File: src/rtl/pdp8lpplay_pkg.sv
// Shared constants, register layout and threshold helper for the pdp8lpplay pulse-stream player.
package pdp8lpplay_pkg;

  localparam int unsigned PP_REG_IDENT = 0;
  localparam int unsigned PP_REG_CTL   = 1;
  localparam int unsigned PP_REG_DATA  = 2;
  localparam int unsigned PP_REG_STAT  = 3;

  localparam logic [31:0] PP_IDENT        = 32'h50502001;
  localparam logic [31:0] PP_FILLER       = 32'hDEADBEEF;
  localparam logic [15:0] PP_SAMPRATE_DEF = 16'd12499;

  typedef struct packed {
    logic        enable;
    logic        uflow;
    logic        oflow;
    logic [4:0]  count;
    logic [7:0]  rsvd;
    logic [15:0] samprate;
  } pp_ctl_t;

  // PWM high time in clocks for one sample: (sample * (samprate+1)) >> 8 on a 24-bit product
  function automatic logic [15:0] pp_thresh(input logic [7:0] samp, input logic [15:0] rate);
    logic [23:0] prod;
    prod = 24'(samp) * (24'(rate) + 24'd1);
    return prod[23:8];
  endfunction

endpackage

File: src/rtl/pdp8lpplay_if.sv
// ARM register bus for the pdp8lpplay player.
interface pdp8lpplay_if;
  logic        armwrite;
  logic [2:0]  armraddr;
  logic [2:0]  armwaddr;
  logic [31:0] armwdata;
  logic [31:0] armrdata;

  modport master (output armwrite, armraddr, armwaddr, armwdata, input armrdata);
  modport slave  (input armwrite, armraddr, armwaddr, armwdata, output armrdata);
endinterface

File: src/rtl/pdp8lpplay_fifo.sv
// Synchronous 32-bit word FIFO, 2^DEPTHLG2 deep; push on full and pop on empty are ignored.
module pdp8lpplay_fifo #(
  parameter int unsigned DEPTHLG2 = 4
) (
  input  logic                clk,
  input  logic                rst_n,
  input  logic                push_i,
  input  logic                pop_i,
  input  logic [31:0]         wdata_i,
  output logic [31:0]         rdata_o,
  output logic                full_o,
  output logic                empty_o,
  output logic [DEPTHLG2:0]   count_o
);

  localparam int unsigned DEPTH = 1 << DEPTHLG2;

  logic [31:0]         mem_q [DEPTH];
  logic [DEPTHLG2-1:0] wptr_q, rptr_q;
  logic [DEPTHLG2:0]   count_q;
  logic                do_push, do_pop;

  assign empty_o = (count_q == '0);
  assign full_o  = (count_q == (DEPTHLG2+1)'(DEPTH));
  assign count_o = count_q;
  assign rdata_o = mem_q[rptr_q];

  // A push into a full FIFO is still taken when a pop frees the slot in the same cycle
  assign do_pop  = pop_i & ~empty_o;
  assign do_push = push_i & (~full_o | do_pop);

  always_ff @(posedge clk) begin
    if (!rst_n) begin
      wptr_q  <= '0;
      rptr_q  <= '0;
      count_q <= '0;
    end else begin
      if (do_push) wptr_q <= wptr_q + DEPTHLG2'(1);
      if (do_pop)  rptr_q <= rptr_q + DEPTHLG2'(1);
      count_q <= count_q + (DEPTHLG2+1)'(do_push) - (DEPTHLG2+1)'(do_pop);
    end
  end

  always_ff @(posedge clk) begin
    if (do_push) mem_q[wptr_q] <= wdata_i;
  end

endmodule

File: src/rtl/pdp8lpplay.sv
// Pulse-stream player: unpacks FIFO bytes MSB-first at a programmed rate into a PWM pulse.
// Optional refill flag built only with PDP8LPPLAY_LOWWATER_EN.
module pdp8lpplay
  import pdp8lpplay_pkg::*;
#(
  parameter int unsigned DEPTHLG2 = 4
) (
  input  logic              CLOCK,
  input  logic              RESET_N,
  input  logic              CSTEP,
  pdp8lpplay_if.slave       arm,
  output logic              pulse,
  output logic              lowwater
);

  logic        enable_q, enable_d;
  logic        uflow_q, uflow_d;
  logic        oflow_q, oflow_d;
  logic [15:0] samprate_q, samprate_d;
  logic [15:0] phase_q, phase_d;
  logic [1:0]  byteidx_q, byteidx_d;
  logic [15:0] thresh_q, thresh_d;
  logic        pulse_q, pulse_d;
  logic [15:0] ucount_q, ucount_d;
  logic [15:0] played_q, played_d;

  logic [31:0]       fifo_rdata;
  logic              fifo_full, fifo_empty, fifo_pop;
  logic [DEPTHLG2:0] fifo_count;
  logic              wr_ctl, wr_data, run, load;
  logic [7:0]        cur_byte;
  pp_ctl_t           ctl_rd;

  assign wr_ctl   = arm.armwrite && (arm.armwaddr == 3'(PP_REG_CTL));
  assign wr_data  = arm.armwrite && (arm.armwaddr == 3'(PP_REG_DATA));
  assign run      = CSTEP & enable_q & ~arm.armwrite;
  assign load     = run && (phase_q == 16'd0);
  assign cur_byte = 8'(fifo_rdata >> {~byteidx_q, 3'b000});
  assign fifo_pop = load && !fifo_empty && (byteidx_q == 2'd3);

  pdp8lpplay_fifo #(.DEPTHLG2(DEPTHLG2)) u_fifo (
    .clk     (CLOCK),
    .rst_n   (RESET_N),
    .push_i  (wr_data),
    .pop_i   (fifo_pop),
    .wdata_i (arm.armwdata),
    .rdata_o (fifo_rdata),
    .full_o  (fifo_full),
    .empty_o (fifo_empty),
    .count_o (fifo_count)
  );

  always_comb begin
    enable_d   = enable_q;
    uflow_d    = uflow_q;
    oflow_d    = oflow_q;
    samprate_d = samprate_q;
    phase_d    = phase_q;
    byteidx_d  = byteidx_q;
    thresh_d   = thresh_q;
    pulse_d    = pulse_q;
    ucount_d   = ucount_q;
    played_d   = played_q;

    if (wr_ctl) begin
      enable_d   = arm.armwdata[31];
      samprate_d = arm.armwdata[15:0];
      if (arm.armwdata[30]) uflow_d = 1'b0;
      if (arm.armwdata[29]) oflow_d = 1'b0;
      phase_d = 16'd0;
      pulse_d = 1'b0;
    end
    if (wr_data && fifo_full && !fifo_pop) oflow_d = 1'b1;

    if (run) begin
      phase_d = (phase_q == samprate_q) ? 16'd0 : phase_q + 16'd1;
      if (load) begin
        // Starved: play silence and keep byteidx so the next word starts at its MSB
        if (fifo_empty) begin
          thresh_d = 16'd0;
          uflow_d  = 1'b1;
          if (ucount_q != 16'hFFFF) ucount_d = ucount_q + 16'd1;
        end else begin
          thresh_d  = pp_thresh(cur_byte, samprate_q);
          byteidx_d = byteidx_q + 2'd1;
          played_d  = played_q + 16'd1;
        end
      end
      pulse_d = (phase_q < thresh_d);
    end else if (!enable_q) begin
      pulse_d = 1'b0;
    end
  end

  always_ff @(posedge CLOCK) begin
    if (!RESET_N) begin
      enable_q   <= 1'b0;
      uflow_q    <= 1'b0;
      oflow_q    <= 1'b0;
      samprate_q <= PP_SAMPRATE_DEF;
      phase_q    <= 16'd0;
      byteidx_q  <= 2'd0;
      thresh_q   <= 16'd0;
      pulse_q    <= 1'b0;
      ucount_q   <= 16'd0;
      played_q   <= 16'd0;
    end else begin
      enable_q   <= enable_d;
      uflow_q    <= uflow_d;
      oflow_q    <= oflow_d;
      samprate_q <= samprate_d;
      phase_q    <= phase_d;
      byteidx_q  <= byteidx_d;
      thresh_q   <= thresh_d;
      pulse_q    <= pulse_d;
      ucount_q   <= ucount_d;
      played_q   <= played_d;
    end
  end

  assign pulse = pulse_q;

  always_comb begin
    ctl_rd.enable   = enable_q;
    ctl_rd.uflow    = uflow_q;
    ctl_rd.oflow    = oflow_q;
    ctl_rd.count    = 5'(fifo_count);
    ctl_rd.rsvd     = 8'd0;
    ctl_rd.samprate = samprate_q;
    case (arm.armraddr)
      3'(PP_REG_IDENT): arm.armrdata = PP_IDENT;
      3'(PP_REG_CTL):   arm.armrdata = ctl_rd;
      3'(PP_REG_DATA):  arm.armrdata = fifo_empty ? 32'd0 : fifo_rdata;
      3'(PP_REG_STAT):  arm.armrdata = {ucount_q, played_q};
      default:          arm.armrdata = PP_FILLER;
    endcase
  end

`ifdef PDP8LPPLAY_LOWWATER_EN
  localparam int unsigned HALF = 1 << (DEPTHLG2 - 1);
  logic lowwater_q;

  always_ff @(posedge CLOCK) begin
    if (!RESET_N) lowwater_q <= 1'b0;
    else          lowwater_q <= (fifo_count <= (DEPTHLG2+1)'(HALF));
  end

  assign lowwater = lowwater_q;
`else
  assign lowwater = 1'b0;
`endif

endmodule
File: src/flat_wrapper.sv
// flat-port wrapper written by rule: the top's interface ports become plain ports
module pdp8lpplay_flat import pdp8lpplay_pkg::*;
#(
  parameter int unsigned DEPTHLG2 = 4
)
  (CLOCK, RESET_N, CSTEP, pulse, lowwater, arm_armwrite, arm_armraddr, arm_armwaddr, arm_armwdata, arm_armrdata);
  pdp8lpplay_if arm_i ();
  input  logic CLOCK;
  input  logic RESET_N;
  input  logic CSTEP;
  output logic pulse;
  output logic lowwater;
  input wire logic [$bits(arm_i.armwrite)-1:0] arm_armwrite;
  input wire logic [$bits(arm_i.armraddr)-1:0] arm_armraddr;
  input wire logic [$bits(arm_i.armwaddr)-1:0] arm_armwaddr;
  input wire logic [$bits(arm_i.armwdata)-1:0] arm_armwdata;
  output wire logic [$bits(arm_i.armrdata)-1:0] arm_armrdata;
  assign arm_i.armwrite = arm_armwrite;
  assign arm_i.armraddr = arm_armraddr;
  assign arm_i.armwaddr = arm_armwaddr;
  assign arm_i.armwdata = arm_armwdata;
  assign arm_armrdata = arm_i.armrdata;
  pdp8lpplay #(.DEPTHLG2(DEPTHLG2)) u_core (.CLOCK(CLOCK), .RESET_N(RESET_N), .CSTEP(CSTEP), .arm(arm_i), .pulse(pulse), .lowwater(lowwater));
endmodule
File: config.mk
export PLATFORM = sky130hd
export DESIGN_NAME = pdp8lpplay_flat
export DESIGN_NICKNAME = d
export VERILOG_FILES = /design/src/rtl/pdp8lpplay_pkg.sv /design/src/rtl/pdp8lpplay_if.sv /design/src/rtl/pdp8lpplay_fifo.sv /design/src/rtl/pdp8lpplay.sv /design/src/flat_wrapper.sv
export SDC_FILE = /design/constraint.sdc
export NUM_CORES = 1
export LEC_CHECK = 0
export CAP_MARGIN = 20
export CORE_ASPECT_RATIO = 2
export CORE_MARGIN = 2
export CORE_UTILIZATION = 30
export DETAILED_ROUTE_END_ITERATION = 10
export RECOVER_POWER = 50
export SLEW_MARGIN = 30
export SYNTH_ARGS = -nofsm -noshare
export SYNTH_HDL_FRONTEND = slang
export SYNTH_HIERARCHICAL = 1
export SYNTH_SLANG_ARGS = --single-unit
File: constraint.sdc
create_clock -name CLOCK -period 15.4 [get_ports CLOCK]
set_clock_uncertainty 0.15 [all_clocks]
set_input_delay 3.85 -clock CLOCK [delete_from_list [all_inputs] [get_ports CLOCK]]
set_output_delay 3.85 -clock CLOCK [all_outputs]
set_load 0.02 [all_outputs]
After elaboration in Yosys (flattened, before gate mapping)
Memories as Yosys holds them, arrays and structs flattened. A register that Yosys moved wholly into a read port is not among the register bits.
Index checks and enable logic that the tools add are counted.
{"block": "word_totals", "regBits": 99, "latch_bits": 0, "mem_bits_rw": 512, "rom_bits": 0, "input_bits": 42, "out_inout_bits": 34, "elab_cells": 86, "mem_count": 1}
{"block": "classes", "add_sub_neg": 9, "mul": 1, "n_div": 0, "n_lt_le_gt_ge": 1, "n_eq_ne": 10, "n_shift": 1, "muxes": 23, "bitwise_logic": 9, "n_reduce_logical": 18}
{"memory": "u_core.u_fifo.mem_q", "depth": 16, "word_bits": 32, "read_ports": 1, "rd_clocked_by_memory_dff": 1, "write_ports": 1, "line": "pdp8lpplay_fifo.sv:18", "source": "logic [31:0] mem_q [DEPTH];"}
{"operator": "$pmux W32 S4", "n": 1}
{"operator": "$mux W16", "n": 6}
{"operator": "$add A16 B1 Y16 const B", "n": 3}
{"operator": "$mux W32", "n": 1}
{"operator": "$shr A32 B5 Y8", "n": 1}
{"operator": "$mul A8 B24 Y24", "n": 1}
{"operator": "$add A16 B1 Y17 const B", "n": 1}
{"operator": "$eq A16 B16 Y1", "n": 1}
{"operator": "$logic_not A16 Y1", "n": 1}
{"operator": "$lt A16 B16 Y1", "n": 1}
{"operator": "$ne A16 B16 Y1 const B", "n": 1}
{"operator": "$mux W1", "n": 13}
{"operator": "$eq A3 B2 Y1 const B", "n": 3}
{"operator": "$add A4 B1 Y4 const B", "n": 2}
{"operator": "$mux W4", "n": 2}
{"operator": "$logic_and A1 B1 Y1", "n": 7}
{"operator": "$eq A3 B1 Y1 const B", "n": 2}
{"operator": "$reduce_bool A2 Y1", "n": 3}
{"operator": "$add A5 B1 Y5", "n": 1}
{"operator": "$eq A5 B5 Y1 const B", "n": 1}
{"operator": "$logic_not A5 Y1", "n": 1}
{"operator": "$sub A5 B1 Y5", "n": 1}
{"operator": "$and A1 B1 Y1", "n": 4}
{"operator": "$reduce_and A4 Y1", "n": 1}
{"operator": "other kinds (10)", "n": 13}

Logic depth before layout (Yosys ltp)
Gate-level depths: netlist of run 1.
{"block": "depth", "depth_word": 10, "depth_mapped": 32, "ltp_nobuf": 29}

Cells and area by module
Netlist of run 1, hierarchy kept.
{"module": "pdp8lpplay_fifo", "instances": 1, "cells_each": 895, "area_per_inst_um2": 20046.7, "seq_area_each_um2": 15715.1}
{"module": "pdp8lpplay", "instances": 1, "cells_each": 1232, "area_per_inst_um2": 9599.2, "seq_area_each_um2": 1721.7}

Worst setup path before layout of run 1
OpenSTA, ideal clock, no wires.
{"block": "synth_timing", "kind": "input port to output port", "startpoint": "input arm_armraddr[1]", "endpoint": "output arm_armrdata[14]", "arrival_ns": 5.574, "required_time_ns": 11.400, "slack_ns": 5.826, "path_stages": 6, "path_buffers": 2, "cell_sequence": "clkbuf_1 -> nor2b_1 -> nor3b_1 -> clkbuf_1 -> a222oi_1 -> inv_1"}
{"block": "synth_via", "elab_chain_cells": 2, "word_cells_on_any_way": 5, "cone_classes": "3 x eq/ne; 1 x mux; 1 x reduce/logical"}
{"item": "from (decl)", "line": "flat_wrapper.sv:14", "source": "input wire logic [$bits(arm_i.armraddr)-1:0] arm_armraddr;"}
{"item": "$eq A3 B2 Y1, or another cell as far along", "line": "pdp8lpplay.sv:130", "source": "case (arm.armraddr)"}
{"item": "$pmux W32 S4 *", "line": "pdp8lpplay.sv:130"}
{"item": "to (decl)", "line": "flat_wrapper.sv:17", "source": "output wire logic [$bits(arm_i.armrdata)-1:0] arm_armrdata;"}
Every way passes the cells marked *; elsewhere a longest branch is shown, timed or not.

Worst setup path in the final report of run 1
{"block": "layout_timing", "startpoint": "input arm_armraddr[1]", "endpoint": "output arm_armrdata[24]"}
Same word-level chain as after synthesis.

==> out/metrics.cfg, run 1 <==
[timing]
period_needed_ps=10880
hold_viol=0
fmax_mhz=91.9
finalSetupViolations=0
fin_crit_sh_pct=70.7
drv_slew=106
rsz0062_at_grt=false
worst_pin_slew_ps=3100
fin_tns_setup_ps=0
relSlewSlack_pct=-109

[floorplanning]
core.rowCount=163
die_x_um=226
die_height_um=449
coreArea_mm2=0.0983
pin_count=76
start_util_pct=30.2
die-area_mm2=0.102

[critical_path]
critPathBufInv=4
critPathRequiredTime_ps=11400
arrival_ps=6880
crit_chain=clkdlybuf4s50_1 -> nor2b_1 -> nor3b_2 -> buf_4 -> a222oi_1 -> inv_1 -> clkdlybuf4s50_1
cp_slowest_cell=clkdlybuf4s50_1
setup.worst_path.end_class=output pin
cp_top_family=buffers and inverters
reg2reg_depth=29
start_kind=input port
cpPeakStageDelay_ps=770
reg2reg_slack_ps=5350
r2r_end=u_core/pulse
cp_common_cell=clkdlybuf4s50_1
worst-path-max-fanout=21
crit_type=in2out

[place]
port_buffers=74
dp_hpwl_mm=61.3
place_congestion=0.967
dp_cells=3454

[logic_synthesis]
synth_area_mm2=0.0296
synth_compound_area_share_pct=6.61
ys_types=75
ys_seq_area_share_pct=58.8
yosys.area.top_type_share_pct=51.9
synthTopCellsByArea=edfxtp_1 52%, mux4_2 9.9%, dfxtp_1 7.0%
synth_top_family_by_area=multiplexers
synthAdderAreaFrac_pct=9.05
synth-simple-area-share_pct=9.37
yosysWarnings=6
syn_inst=2127
muxShareOfSynthArea_pct=10.7
synth-edff-count=512
synth_ff_type=edfxtp_1
synthXorXnorAreaFrac_pct=2.25
syn_nets=2330
synthArstFlopShare_pct=0
avgSynthCellArea_um2=13.9
ys_ff_latch=615
yosysTopAreaCell=edfxtp_1

[clock_tree]
cts_tree=yes
postCtsHoldBufs=0
clk_pin_slew_ps=70
h-tree-depth=2
cts_setup_buffers=0
clk_latency_ps=610
cts_buffers=49
clock_sinks=615
cts_resized=0
cts-root-buf=clkbuf_16
clk_path_buf_depth=3

[pwr]
p_total_mw=3.44
p_leak_nw=11.2
peakVddDrop_uv=84.1
p_per_area_mw_per_mm2=103

[layout]
fin_cells=3551
regArea_mm2=0.0174
fillers=9622
mostFrequentLayoutCells=512 x edfxtp_1, 191 x nor2_1, 166 x nand2_1, 130 x mux4_2, 127 x inv_1
mostFrequentLayoutCell=edfxtp_1
multiInputGateArea_mm2=0.0114
finalNetCount=2389
drive_gt1_share_pct=13.5
synthToLayoutAreaGrowth_pct=13.2

[run_status]
status=complete, but fails checks
violations=capacitance limit, slew limit

[global_routing]
antenna_found_initial=23
use_met1_pct=18.9
grt-busiest-layer=met2
grt_pass1_vias=19462
grt_max_degree=69
use_met2_pct=32.5
grt_pass1_wl_mm=133
grt-ovfl-total=0
track_usage_pct=18.0
met3_usage_pct=3.19

[worst_hold_path]
hold_path_end=u_core/byteidx_q[1]
worstHoldStart=u_core/byteidx_q[1]
hold_depth=2
hp-class=reg2reg

[job]
maxCapViolations=3

[route]
wl_per_cell_um=25.8
drc_errors=0
wirelength_mm=91.5
drtAntennaViolNets=0
drtIter0Drc=1599
routed_via_density=5.34
vias=18980
firstDrtPassIters=8

-- per-stage QoR --
step                      util [%]  hold WS [ps]  instance area (um2)  setup slack (ps)
after detailed placement      32.6           296                32100              4670
after global routing          34.1           342                33500              4410
after CTS                     34.1           303                33500              4670
after floorplan                  -           286                29600              5830
after global placement        32.6           297                32000              4780
final                         34.1           304                33500              4520
-- final cells by class --
type,count,area share (%)
Inverter,127,1.42
Antenna cell,6,0.0448
Sequential cell,615,52.0
Clock inverter,26,0.541
Multi-Input combinational cell,1273,33.9
Tap cell,1320,4.92
Clock buffer,64,3.89
Timing Repair Buffer,120,3.24
-- where the power goes --
| part | leakage (nW) | switching, mW | internal (mW) | total [mW] |
|---|---|---|---|---|
| Clock | 0.725 | 0.596 | 0.620 | 1.22 |
| Sequential | 5.43 | 0.00741 | 1.80 | 1.81 |
| Combinational | 5.01 | 0.284 | 0.130 | 0.414 |
-- cells by family after synthesis --
kind of cell / count (synthesis)
compound gates: 291
flops: 615
simple gates: 591
mux: 153
xor+xnor: 76
fa+ha+maj: 161
buf+inv: 239
other cells: 1
-- worst min-delay path, delay by kind of cell (launching register included) --
family / cells / cell delay [ps]
AND/OR/NAND/NOR: 1 / 50
AO/OA/AOI/OAI: 1 / 50
flip-flops: 1 / 310
-- routing by layer --
metal,share of wire [%],up-vias
met5,0.16,-
met4,7.4,22
met3,6.2,271
met2,53,768
met1,34,9887
li1,-,8032
-- synthesized netlist by cell type, types with 16 or more instances --
cell type and number:
edfxtp_1 512, fa_1 89, nor3_1 24, a21oi_1 71
clkbuf_1 81, xor2_1 26, o21ai_0 47, and2_1 30
nor2_1 198, mux2i_1 16, and3_1 21, or2_2 16
nand3_1 46, xnor2_1 50, nand2_1 166, dfxtp_1 103
inv_1 127, mux4_2 130, a22oi_1 86, ha_1 72
nand4_1 27
-- registers in the layout, summed over array words and instances (netlist names), named ones only --
signal,flops
u_core/ucount_q,16
u_core/thresh_q,16
u_core/played_q,16
u_core/u_fifo/rptr_q,4
u_core/uflow_q,1
u_core/enable_q,1
u_core/u_fifo/mem_q,512
u_core/pulse,1
u_core/byteidx_q,2
u_core/samprate_q,16
u_core/phase_q,16
u_core/u_fifo/wptr_q,4
u_core/u_fifo/count_o,5
u_core/oflow_q,1
-- worst max-delay path by stage --
stage | start | to | slack [ps] | depth (start not counted)
floorplan | arm_armraddr[1] | arm_armrdata[14] | 5830 | 6
finish | arm_armraddr[1] | arm_armrdata[24] | 4520 | 7
detailed placement | arm_armraddr[1] | arm_armrdata[8] | 4670 | 7
CTS | arm_armraddr[1] | arm_armrdata[8] | 4670 | 7
global route | arm_armraddr[1] | arm_armrdata[14] | 4410 | 7
global placement | arm_armraddr[1] | arm_armrdata[8] | 4780 | 7
No activity file was read; power rests on OpenSTA's default activity.
==> run 2, diff against run 1 <==
==> constraint.sdc (replaced) <==
create_clock -name CLOCK -period 8.9 [get_ports CLOCK]
set_clock_uncertainty 0.15 [all_clocks]
set_input_delay 2.225 -clock CLOCK [delete_from_list [all_inputs] [get_ports CLOCK]]
set_output_delay 2.225 -clock CLOCK [all_outputs]
set_load 0.02 [all_outputs]
==> run 2 against run 1 <==
  * The flow still finishes with violations (capacitance limit, slew limit)
  * Worst hold slack better by 20 ps
  * Sequential power grew 73%
  * Worst setup slack worse by 4200 ps
  * Largest cell class unchanged
==> out/metrics.cfg, run 2 (same netlist as run 1, synthesis figures left out) <==
[critical_path]
cp_common_cell=fa_1
reg2reg_slack_ps=370  ; -4980 ps
reg2reg_depth=28  ; -3.4%
r2r_end=u_core/pulse
arrival_ps=8910  ; +2030 ps
cpPeakStageDelay_ps=590  ; -180 ps
setup.worst_path.end_class=register
crit_type=reg2reg
critPathRequiredTime_ps=9280  ; -2120 ps
start_kind=register
cp_slowest_cell=a221oi_4
worst-path-max-fanout=28  ; +33%

[timing]
period_needed_ps=8530
drv_slew=27  ; -75%
hold_viol=0  ; unchanged
relSlewSlack_pct=-24.9  ; +84 points
fmax_mhz=117
rsz0062_at_grt=false
fin_crit_sh_pct=95.9
fin_tns_setup_ps=0  ; unchanged
setup_slack_ps=365  ; -4150 ps
finalSetupViolations=0  ; unchanged
worst_pin_slew_ps=1830  ; -1270 ps

[place]
place_area_mm2=0.0323  ; +0.83%
place_congestion=0.975  ; +0.85%
dp_slack_ps=348  ; -4320 ps
dp_hpwl_mm=62.8  ; +2.4%
dp_cells=3478  ; +0.69%
port_buffers=74  ; unchanged

[global_routing]
grt_pass1_vias=19286  ; -0.90%
use_met2_pct=33.1  ; +0.66 points
grt_max_degree=52  ; -25%
grt-ovfl-total=0  ; unchanged
use_met1_pct=17.8  ; -1.1 points
grt_pass1_wl_mm=130  ; -2.4%
track_usage_pct=17.5  ; -0.53 points
grt-busiest-layer=met2
met3_usage_pct=2.44  ; -0.75 points
antenna_found_initial=18  ; -22%

[floorplanning]
coreArea_mm2=0.0983  ; unchanged
pin_count=76  ; unchanged
core.rowCount=163  ; unchanged
die-area_mm2=0.102  ; unchanged
die_height_um=449  ; unchanged
die_x_um=226  ; unchanged
start_util_pct=30.2  ; unchanged

[route]
routed_via_density=5.18  ; -3.1%
wl_per_cell_um=24.8  ; -3.6%
drtAntennaViolNets=0  ; unchanged
drtIter0Drc=1396  ; -13%
vias=18518  ; -2.4%
drc_errors=0  ; unchanged
firstDrtPassIters=8  ; unchanged
wirelength_mm=88.8  ; -3.0%

[layout]
regArea_mm2=0.0174  ; about the same
top_register=u_core/u_fifo/mem_q
mostFrequentLayoutCells=512 x edfxtp_1, 191 x nor2_1, 166 x nand2_1, 130 x mux4_2, 126 x inv_1
fillers=9474  ; -1.5%
finalNetCount=2413  ; +1.0%
synthToLayoutAreaGrowth_pct=15.0
largest_register_ff_count=512  ; unchanged
fin_cells=3574  ; +0.65%
post-route-cell-area_mm2=0.0341  ; +1.6%
drive_gt1_share_pct=15.2  ; +1.7 points
multiInputGateArea_mm2=0.0113  ; -0.35%
mostFrequentLayoutCell=edfxtp_1

[job]
maxCapViolations=2  ; -1

[clock_tree]
clk_latency_ps=610  ; about the same
clk_pin_slew_ps=80  ; about the same
postCtsHoldBufs=0  ; unchanged
h-tree-depth=2  ; unchanged
clock_sinks=615  ; unchanged
cts_buffers=49  ; unchanged
clk_path_buf_depth=3  ; unchanged
cts-root-buf=clkbuf_16
cts_tree=yes

[worst_hold_path]
worstHoldStart=u_core/thresh_q[11]
hp-class=reg2reg
hold_path_end=u_core/thresh_q[11]
hold_depth=2  ; unchanged

[pwr]
peakVddDrop_uv=156  ; +86%
p_leak_nw=11.5  ; +2.6%
seqPwrFrac_pct=50.3  ; -2.3 points
p_sw_mw=1.53  ; +72%
internal_power_mw=4.68  ; +84%
power_frac_clock_pct=38.7  ; +3.3 points
switching_share_pct=24.6  ; -1.2 points
p_per_area_mw_per_mm2=182  ; +78%
combinationalPowerShare_pct=11.0  ; -1.0 points

[run_status]
status=complete, but fails checks
violations=capacitance limit, slew limit

## run 2: worst max-delay path by stage
stage	startpoint	to	slack (ps)	cells past startpoint
2_1_floorplan	register	u_core/pulse	1320	28
3_3_place_gp	register	u_core/pulse	390	26
3_5_place_dp	register	u_core/pulse	350	26
4_1_cts	register	u_core/pulse	300	26
5_1_grt	register	u_core/pulse	20	28
6_report	register	u_core/pulse	370	28
## run 2: critical path: cells and delay by family (launching register included)
family	cells	cell delay, ps
AOI/OAI and AO/OA	12	2940
adders and majority gates	6	2680
buffers and inverters	5	820
DFF	1	370
muxes	2	840
and+or+nand+nor	3	600
## run 2: repair_timing
item	4_1_cts	5_1_grt
setup buffers	0	1
resized for setup	0	4
setup endpoints to repair	0	1
## run 2: final cells by class
cell class / instances / share of cell area [%]
sequential: 615 / 51.2
multi-input combinational: 1273 / 33.3
tap: 1320 / 4.84
timing repair buffer: 144 / 4.05
clock buffer: 54 / 3.78
clock inverter: 38 / 1.47
inverter: 127 / 1.40
antenna: 3 / 0.0220
## run 2: metrics by stage
step           utilization (%)  power, mW  hold slack [ps]
6_report                  34.7       6.21              324
3_5_place_dp              32.9       3.87              310
5_1_grt                   34.7       6.41              349
3_3_place_gp              32.9       3.86              300
4_1_cts                   34.7       6.26              322
2_1_floorplan                -       3.59              286
## run 2: metal layers
metal / up-vias / wire length (um)
met5: - / 108
met4: 18 / 5890
met3: 230 / 4230
met2: 616 / 48600
met1: 9577 / 30000
li1: 8077 / -
## run 2: power groups by stage
stage	Sequential, mW	Combinational (mW)	Clock [mW]
global placement	3.19	0.671	0
global route	3.13	0.740	2.54
detailed placement	3.19	0.677	0
floorplan	3.19	0.404	0
finish	3.13	0.682	2.40
CTS	3.13	0.681	2.45
